$ cat config.mk
export PLATFORM = sky130hd
export DESIGN_NAME = mem_arbiter
export DESIGN_NICKNAME = d
export VERILOG_FILES = /design/src/rtl/mem_arbiter.sv
export SDC_FILE = /design/constraint.sdc
export NUM_CORES = 1
export LEC_CHECK = 0
export ABC_AREA = 1
export CAP_MARGIN = 20
export CORE_UTILIZATION = 35
export DETAILED_ROUTE_END_ITERATION = 10
export PLACE_DENSITY_LB_ADDON = 0.15
export SYNTH_ARGS = -nofsm -noshare
export SYNTH_HDL_FRONTEND = slang
export SYNTH_SLANG_ARGS = --single-unit
$ cat constraint.sdc
create_clock -name clk -period 7.5 [get_ports clk]
set_input_delay 1.875 -clock clk [delete_from_list [all_inputs] [get_ports clk]]
set_output_delay 1.875 -clock clk [all_outputs]
set_load 0.02 [all_outputs]
$ cat src/rtl/mem_arbiter.sv
// mem_arbiter
//
// Shares one synchronous program/data memory between the LC-3 core
// (requester 0) and the host loader/debug port (requester 1). Each
// requester holds req until it sees a one-cycle ack. Accesses are
// serialized through IDLE -> ACCESS -> RESP. Ties go to the port that
// did not win last time.
//
// Ports:
//   clk, reset          single clock; asynchronous active-high reset
//   req0/we0/addr0/wdata0, ack0/rdata0
//                       processor request channel and its response
//   req1/we1/addr1/wdata1, ack1/rdata1
//                       host loader request channel and its response
//   busy                high whenever the arbiter is not in IDLE
//   mem_we, mem_address, mem_wdata, mem_rdata
//                       memory bus; mem_rdata is valid READ_LATENCY
//                       cycles after mem_address is first driven
module mem_arbiter #(
  parameter int ADDR_WIDTH   = 16,
  parameter int DATA_WIDTH   = 16,
  parameter int READ_LATENCY = 1
) (
  input  logic                  clk,
  input  logic                  reset,
  input  logic                  req0,
  input  logic                  we0,
  input  logic [ADDR_WIDTH-1:0] addr0,
  input  logic [DATA_WIDTH-1:0] wdata0,
  output logic                  ack0,
  output logic [DATA_WIDTH-1:0] rdata0,
  input  logic                  req1,
  input  logic                  we1,
  input  logic [ADDR_WIDTH-1:0] addr1,
  input  logic [DATA_WIDTH-1:0] wdata1,
  output logic                  ack1,
  output logic [DATA_WIDTH-1:0] rdata1,
  output logic                  busy,
  output logic                  mem_we,
  output logic [ADDR_WIDTH-1:0] mem_address,
  output logic [DATA_WIDTH-1:0] mem_wdata,
  input  logic [DATA_WIDTH-1:0] mem_rdata
);

  typedef enum logic [1:0] {
    IDLE,
    ACCESS,
    RESP
  } state_t;

  // A read finishes on the edge where the counter reaches this value,
  // so ACCESS lasts exactly READ_LATENCY cycles.
  localparam logic [2:0] LastCount = 3'(READ_LATENCY - 1);

  state_t                state_q, state_d;
  logic                  grant_q, grant_d;
  logic                  lastGrant_q, lastGrant_d;
  logic [2:0]            count_q, count_d;
  logic                  memWe_q, memWe_d;
  logic [ADDR_WIDTH-1:0] memAddr_q, memAddr_d;
  logic [DATA_WIDTH-1:0] memWdata_q, memWdata_d;
  logic [DATA_WIDTH-1:0] rdata0_q, rdata0_d;
  logic [DATA_WIDTH-1:0] rdata1_q, rdata1_d;
  logic                  winner;

  // State register. Reset is asynchronous so an in-flight access is
  // abandoned the moment reset rises, including an active write strobe.
  always_ff @(posedge clk or posedge reset) begin
    if (reset) begin
      state_q     <= IDLE;
      grant_q     <= 1'b0;
      lastGrant_q <= 1'b1;
      count_q     <= '0;
      memWe_q     <= 1'b0;
      memAddr_q   <= '0;
      memWdata_q  <= '0;
      rdata0_q    <= '0;
      rdata1_q    <= '0;
    end else begin
      state_q     <= state_d;
      grant_q     <= grant_d;
      lastGrant_q <= lastGrant_d;
      count_q     <= count_d;
      memWe_q     <= memWe_d;
      memAddr_q   <= memAddr_d;
      memWdata_q  <= memWdata_d;
      rdata0_q    <= rdata0_d;
      rdata1_q    <= rdata1_d;
    end
  end

  // Next-state logic. The winner's request is copied onto the memory bus
  // at grant, so later changes on the requester inputs have no effect.
  // memWe_q doubles as the "this access is a write" flag during ACCESS.
  always_comb begin
    state_d     = state_q;
    grant_d     = grant_q;
    lastGrant_d = lastGrant_q;
    count_d     = count_q;
    memWe_d     = memWe_q;
    memAddr_d   = memAddr_q;
    memWdata_d  = memWdata_q;
    rdata0_d    = rdata0_q;
    rdata1_d    = rdata1_q;
    winner      = 1'b0;

    case (state_q)
      IDLE: begin
        if (req0 || req1) begin
          // A lone requester wins outright; on a tie the port that
          // lost last time gets the memory.
          winner      = (req0 && req1) ? ~lastGrant_q : req1;
          grant_d     = winner;
          lastGrant_d = winner;
          memWe_d     = winner ? we1 : we0;
          memAddr_d   = winner ? addr1 : addr0;
          memWdata_d  = winner ? wdata1 : wdata0;
          count_d     = '0;
          state_d     = ACCESS;
        end
      end

      ACCESS: begin
        if (memWe_q) begin
          memWe_d = 1'b0;
          state_d = RESP;
        end else if (count_q == LastCount) begin
          if (grant_q) begin
            rdata1_d = mem_rdata;
          end else begin
            rdata0_d = mem_rdata;
          end
          state_d = RESP;
        end else begin
          count_d = count_q + 3'd1;
        end
      end

      RESP: begin
        state_d = IDLE;
      end

      default: begin
        state_d = IDLE;
      end
    endcase
  end

  assign ack0        = (state_q == RESP) && !grant_q;
  assign ack1        = (state_q == RESP) && grant_q;
  assign busy        = (state_q != IDLE);
  assign mem_we      = memWe_q;
  assign mem_address = memAddr_q;
  assign mem_wdata   = memWdata_q;
  assign rdata0      = rdata0_q;
  assign rdata1      = rdata1_q;

endmodule

* Word level (Yosys, flattened, before mapping)
Index checks and enable logic that the tools add are counted.
** Word-level totals
- Register bits :: 72
- Latch bits :: 0
- Bits in writable memories :: 0
- Bits in read-only memories :: 0
- Input port bits :: 86
- Output and inout bits :: 68
- Word-level logic and storage cells :: 48
- Memories kept :: 0
** Operators by class
- $add $sub $neg :: 1
- Multiply operators :: 0
- Divide/modulo/power cells :: 0
- Magnitude comparators :: 0
- Eq/ne operators :: 6
- Shift operators :: 0
- Multiplexer cells :: 14
- Bitwise operators :: 3
- Reductions and logical operators :: 15
** Operator list (count)
- two-way mux 16 bit :: 2
- AND reduction 4 bit :: 3
- two-way mux 3 bit :: 3
- two-way mux 2 bit :: 3
- != test 2 bit, second input constant :: 3
- one-hot mux 3 bit (2 select lines) :: 1
- AND reduction 2 bit :: 3
- one-hot mux 2 bit (2 select lines) :: 1
- nonzero test 2 bit :: 2
- adder 3 x 1 -> 3 bit, second input constant :: 1
- logical AND 1 bit :: 3
- logical NOT 3 bit :: 1
- two-way mux 1 bit :: 3
- != test 3 bit, second input constant :: 1
- NOT 1 bit :: 3
- == test 2 x 1 -> 1 bit, second input constant :: 1
- == test 2 bit, second input constant :: 1
- logical NOT 2 bit :: 1
- one-hot mux 1 bit (2 select lines) :: 1
- logical NOT 1 bit :: 1
- logical OR 1 bit :: 1

* Longest topological paths before layout
- Depth in word-level cells :: 5
- Gate-level depth with buffers :: 8
- Depth with buffers taken out :: 7

* Least setup slack after synthesis
No wires, ideal clock.
- Path kind :: register to output
- From :: reg state_q[0]
- To :: out ack0
- Arrival :: 0.955 ns
- Required time :: 5.625 ns
- Setup slack :: 4.670 ns
- Stages on the path, launching flop included :: 2
- Path buffers :: 0
- Path through :: dfrtp_1 > nor3_1
** On the way
- Longest elaborated chain between the ends :: 2
** RTL lines
- start, declared :: line 55 : state_t state_q, state_d;
- start signal, assigned :: line 80 : state_q <= state_d;
- == test 2 bit :: line 149 : assign ack0 = (state_q == RESP) && !grant_q;
- logical AND 1 bit :: line 149
- end, declared :: line 30 : output logic ack0,
No other way between the ends.

* Final worst setup path
Ends and elaborated chain as after synthesis.

==> summary.txt <==
Placement
  – Worst setup slack before clock tree synthesis: 3730 ps
  – HPWL reported at the end of detailed placement: 6270 µm
  – Number of buffer cells added on primary ports: 153
  – Global placement routability congestion: 0.780
  – Cell area after placement: 4980 µm²

Floorplanning
  – Die X: 101 µm
  – Die Area: 10200 µm²
  – Starting density of the core: 0.366
  – Boundary pin count: 154
  – Die height: 101 µm
  – Placeable core region: 9370 µm²
  – Cell Rows: 35

Critical path
  – Critical Path RT: 5620 ps
  – Type of element capturing the critical path: primary output
  – CP max stage cell: sky130_fd_sc_hd__clkdlybuf4s50_1
  – Maximum single-stage delay on the critical path: 630 ps
  – Flop2flop setup slack: 5750 ps
  – Crit-path cells: nor3_1 > clkdlybuf4s50_1
  – Class of the most critical setup path: reg2out
  – Kind of launch point of the worst setup path: register
  – Arr. time, crit path: 1650 ps
  – Crit path max fanout: 5

Clocking
  – Clock Latency Late Sink: 340 ps
  – Number of instances resized during post-cts repair: 0
  – TritonCTS clock tree: done
  – TritonCTS Buffers: 9
  – Clock tree sinks: 72
  – Clock tree root driver cell: sky130_fd_sc_hd__clkbuf_8
  – Number of buffers between clock root and the deepest sink: 2
  – Number of buffers added for setup after CTS: 0
  – Clock transition at path regs: 80 ps
  – Count of hold-fix buffers inserted at cts: 0
  – Number of levels the H-tree was split into: 3

Pwr
  – VDD IR max: 0.000182 V
  – Logic pwr share: 0.508
  – Cell internal pwr: 1.32 mW
  – Total power per unit cell area: 426 nW/µm²
  – Sequential group share of total power: 0.310
  – Switching Share: 0.409
  – Pleak: 2.58 nW
  – Psw: 917 µW
  – Clock network power share: 0.182

Logic synthesis
  – Register bit total from synthesis: 72
  – Synth top area cells: sky130_fd_sc_hd__dfrtp_1, sky130_fd_sc_hd__nand2_1, sky130_fd_sc_hd__nand3_1, sky130_fd_sc_hd__inv_1, sky130_fd_sc_hd__o21ai_1
  – Sequential area share after synthesis: 0.525
  – Cell taking the most area after synthesis: sky130_fd_sc_hd__dfrtp_1
  – Number of distinct standard cells referenced by the synthesized netlist: 21
  – Synthesized area per cell: 7.84 µm²
  – Netlist area before placement: 3430 µm²
  – Portion of synthesized cell area occupied by the leading cell type: 0.518
  – Synthesized netlist net count: 526
  – YS warnings: 0
  – Cell count after synthesis: 438

Timing
  – Setup total negative slack: 0 ps
  – Worst Hold Slack: 473 ps
  – Setup violators final: 0
  – Remaining max-slew budget at the tightest pin: 0.378
  – Hold violation total from the final report: 0
  – RSZ-0062 raised after global routing: false
  – Final critical delay including setup and external delays: 3530 ps
  – Post-route worst setup slack: 3970 ps
  – Worst Tran Pin Value: 932 ps
  – Final-report max-slew violation count: 0
  – Worst clock skew on the final layout: 10.2 ps
  – Upper clock frequency limit: 0.283 GHz
  – Final worst-path cycle share: 0.470

Final layout
  – Synth-to-layout area growth: 53.3%
  – Multi-input logic area: 1300 µm²
  – Commonest non-fill, non-tap cell in the layout: sky130_fd_sc_hd__nand2_1
  – Share of cells above drive strength 1: 0.0543
  – Number of inserted diodes: 0
  – Leading cell types in the layout, fill and taps excluded: sky130_fd_sc_hd__nand2_1, sky130_fd_sc_hd__clkdlybuf4s50_1, sky130_fd_sc_hd__dfrtp_1
  – Area occupied by registers: 1800 µm²
  – Fillers: 912
  – Cell area after layout: 5260 µm²
  – Layout Nets: 672

Global routing
  – Vias in the first global route: 3051
  – GRT Util Overall: 0.183
  – Global-route wire length before repair: 14500 µm
  – Pin count of the biggest net entering global routing: 73
  – Number of antenna violations at the first check in global routing: 0
  – Grt total ovfl: 0

Drt
  – Final ANT Viol Nets: 0
  – Wire length per cell: 12.7 µm
  – Drt drc: 0
  – Via total after detailed routing: 3229
  – Pre-antenna DRT Iters: 4
  – Routed wire length: 9150 µm
  – Number of violations reported at the end of detailed-routing iteration 0: 91
  – Routed vias/inst: 4.50

Worst hold path
  – Path type of the worst min-delay path: reg2reg

Run status
  – Result of the run: finished, final reports clean

Flow run
  – Total of max-cap violations: 0
## final timing paths
| path | startpoint | to | cells after the start |
|---|---|---|---|
| setup / recovery | state_q[0] | ack0 | 2 |
| hold / removal | lastGrant_q | lastGrant_q | 2 |
| setup reg to reg | count_q[0] | rdata0[5] | 7 |
| hold reg to reg | lastGrant_q | lastGrant_q | 2 |
| max in group asynchronous | reset | count_q[2] | 3 |
| min in group asynchronous | reset | rdata1[2] | 3 |
## layer usage
layer  GRT usage  wire length (µm)
met5           0                 0
met4      0.0602                80
met2       0.299              4180
met1       0.229              4100
met3      0.0576               777
## cells by family after synthesis
group / synth area share
fa+ha+maj: 0.00729
flops: 0.525
buf+inv: 0.0955
compound gates: 0.0536
simple gates: 0.318
## final cells by class
type,count,share of cell area
repair buffers,156,0.298
flip-flops and latches,72,0.343
multi-input cells,302,0.248
clock buffers,9,0.0235
well taps,129,0.0307
clock inverters,7,0.0271
inverters,43,0.0307
## cell usage after synthesis
library cell / number
sky130_fd_sc_hd__a21oi_1: 1
sky130_fd_sc_hd__buf_2: 7
sky130_fd_sc_hd__buf_4: 5
sky130_fd_sc_hd__buf_6: 8
sky130_fd_sc_hd__clkbuf_1: 1
sky130_fd_sc_hd__dfrtp_1: 71
sky130_fd_sc_hd__dfstp_2: 1
sky130_fd_sc_hd__ha_1: 2
sky130_fd_sc_hd__inv_1: 41
sky130_fd_sc_hd__inv_2: 2
sky130_fd_sc_hd__nand2_1: 178
sky130_fd_sc_hd__nand2_4: 3
sky130_fd_sc_hd__nand3_1: 38
sky130_fd_sc_hd__nor2_1: 39
sky130_fd_sc_hd__nor2_2: 2
sky130_fd_sc_hd__nor2_4: 1
sky130_fd_sc_hd__nor2_8: 1
sky130_fd_sc_hd__nor3_1: 2
sky130_fd_sc_hd__o21ai_0: 4
sky130_fd_sc_hd__o21ai_1: 30
sky130_fd_sc_hd__o21ai_2: 1
## state kept, by name (all words and copies together) (netlist names)
signal and cells:
lastGrant_q 1, state_q 2, rdata1 16, mem_wdata 16
grant_q 1, count_q 3, rdata0 16, mem_we 1
mem_address 16
## worst max-delay path, delay by kind of cell (launching register included)
family	cells	cell delay, ps
flip-flops	1	450
AND/OR/NAND/NOR	1	230
buffers and inverters	1	630
## stage by stage
stage | power, mW | util | instances
after floorplan | 1.37 | - | 438
after global placement | 1.83 | 0.531 | 701
after detailed placement | 1.85 | 0.531 | 701
after CTS | 2.27 | 0.559 | 717
after global routing | 2.39 | 0.562 | 718
final | 2.24 | 0.562 | 718
## power by group through the flow
| stage | sequential (mW) | clock [mW] | combinational [mW] |
|---|---|---|---|
| after floorplan | 0.902 | 0 | 0.465 |
| after global placement | 0.693 | 0 | 1.13 |
| after detailed placement | 0.697 | 0 | 1.15 |
| after CTS | 0.695 | 0.421 | 1.15 |
| after global routing | 0.717 | 0.435 | 1.24 |
| final | 0.694 | 0.408 | 1.14 |
No activity file was read; power rests on OpenSTA's default activity.
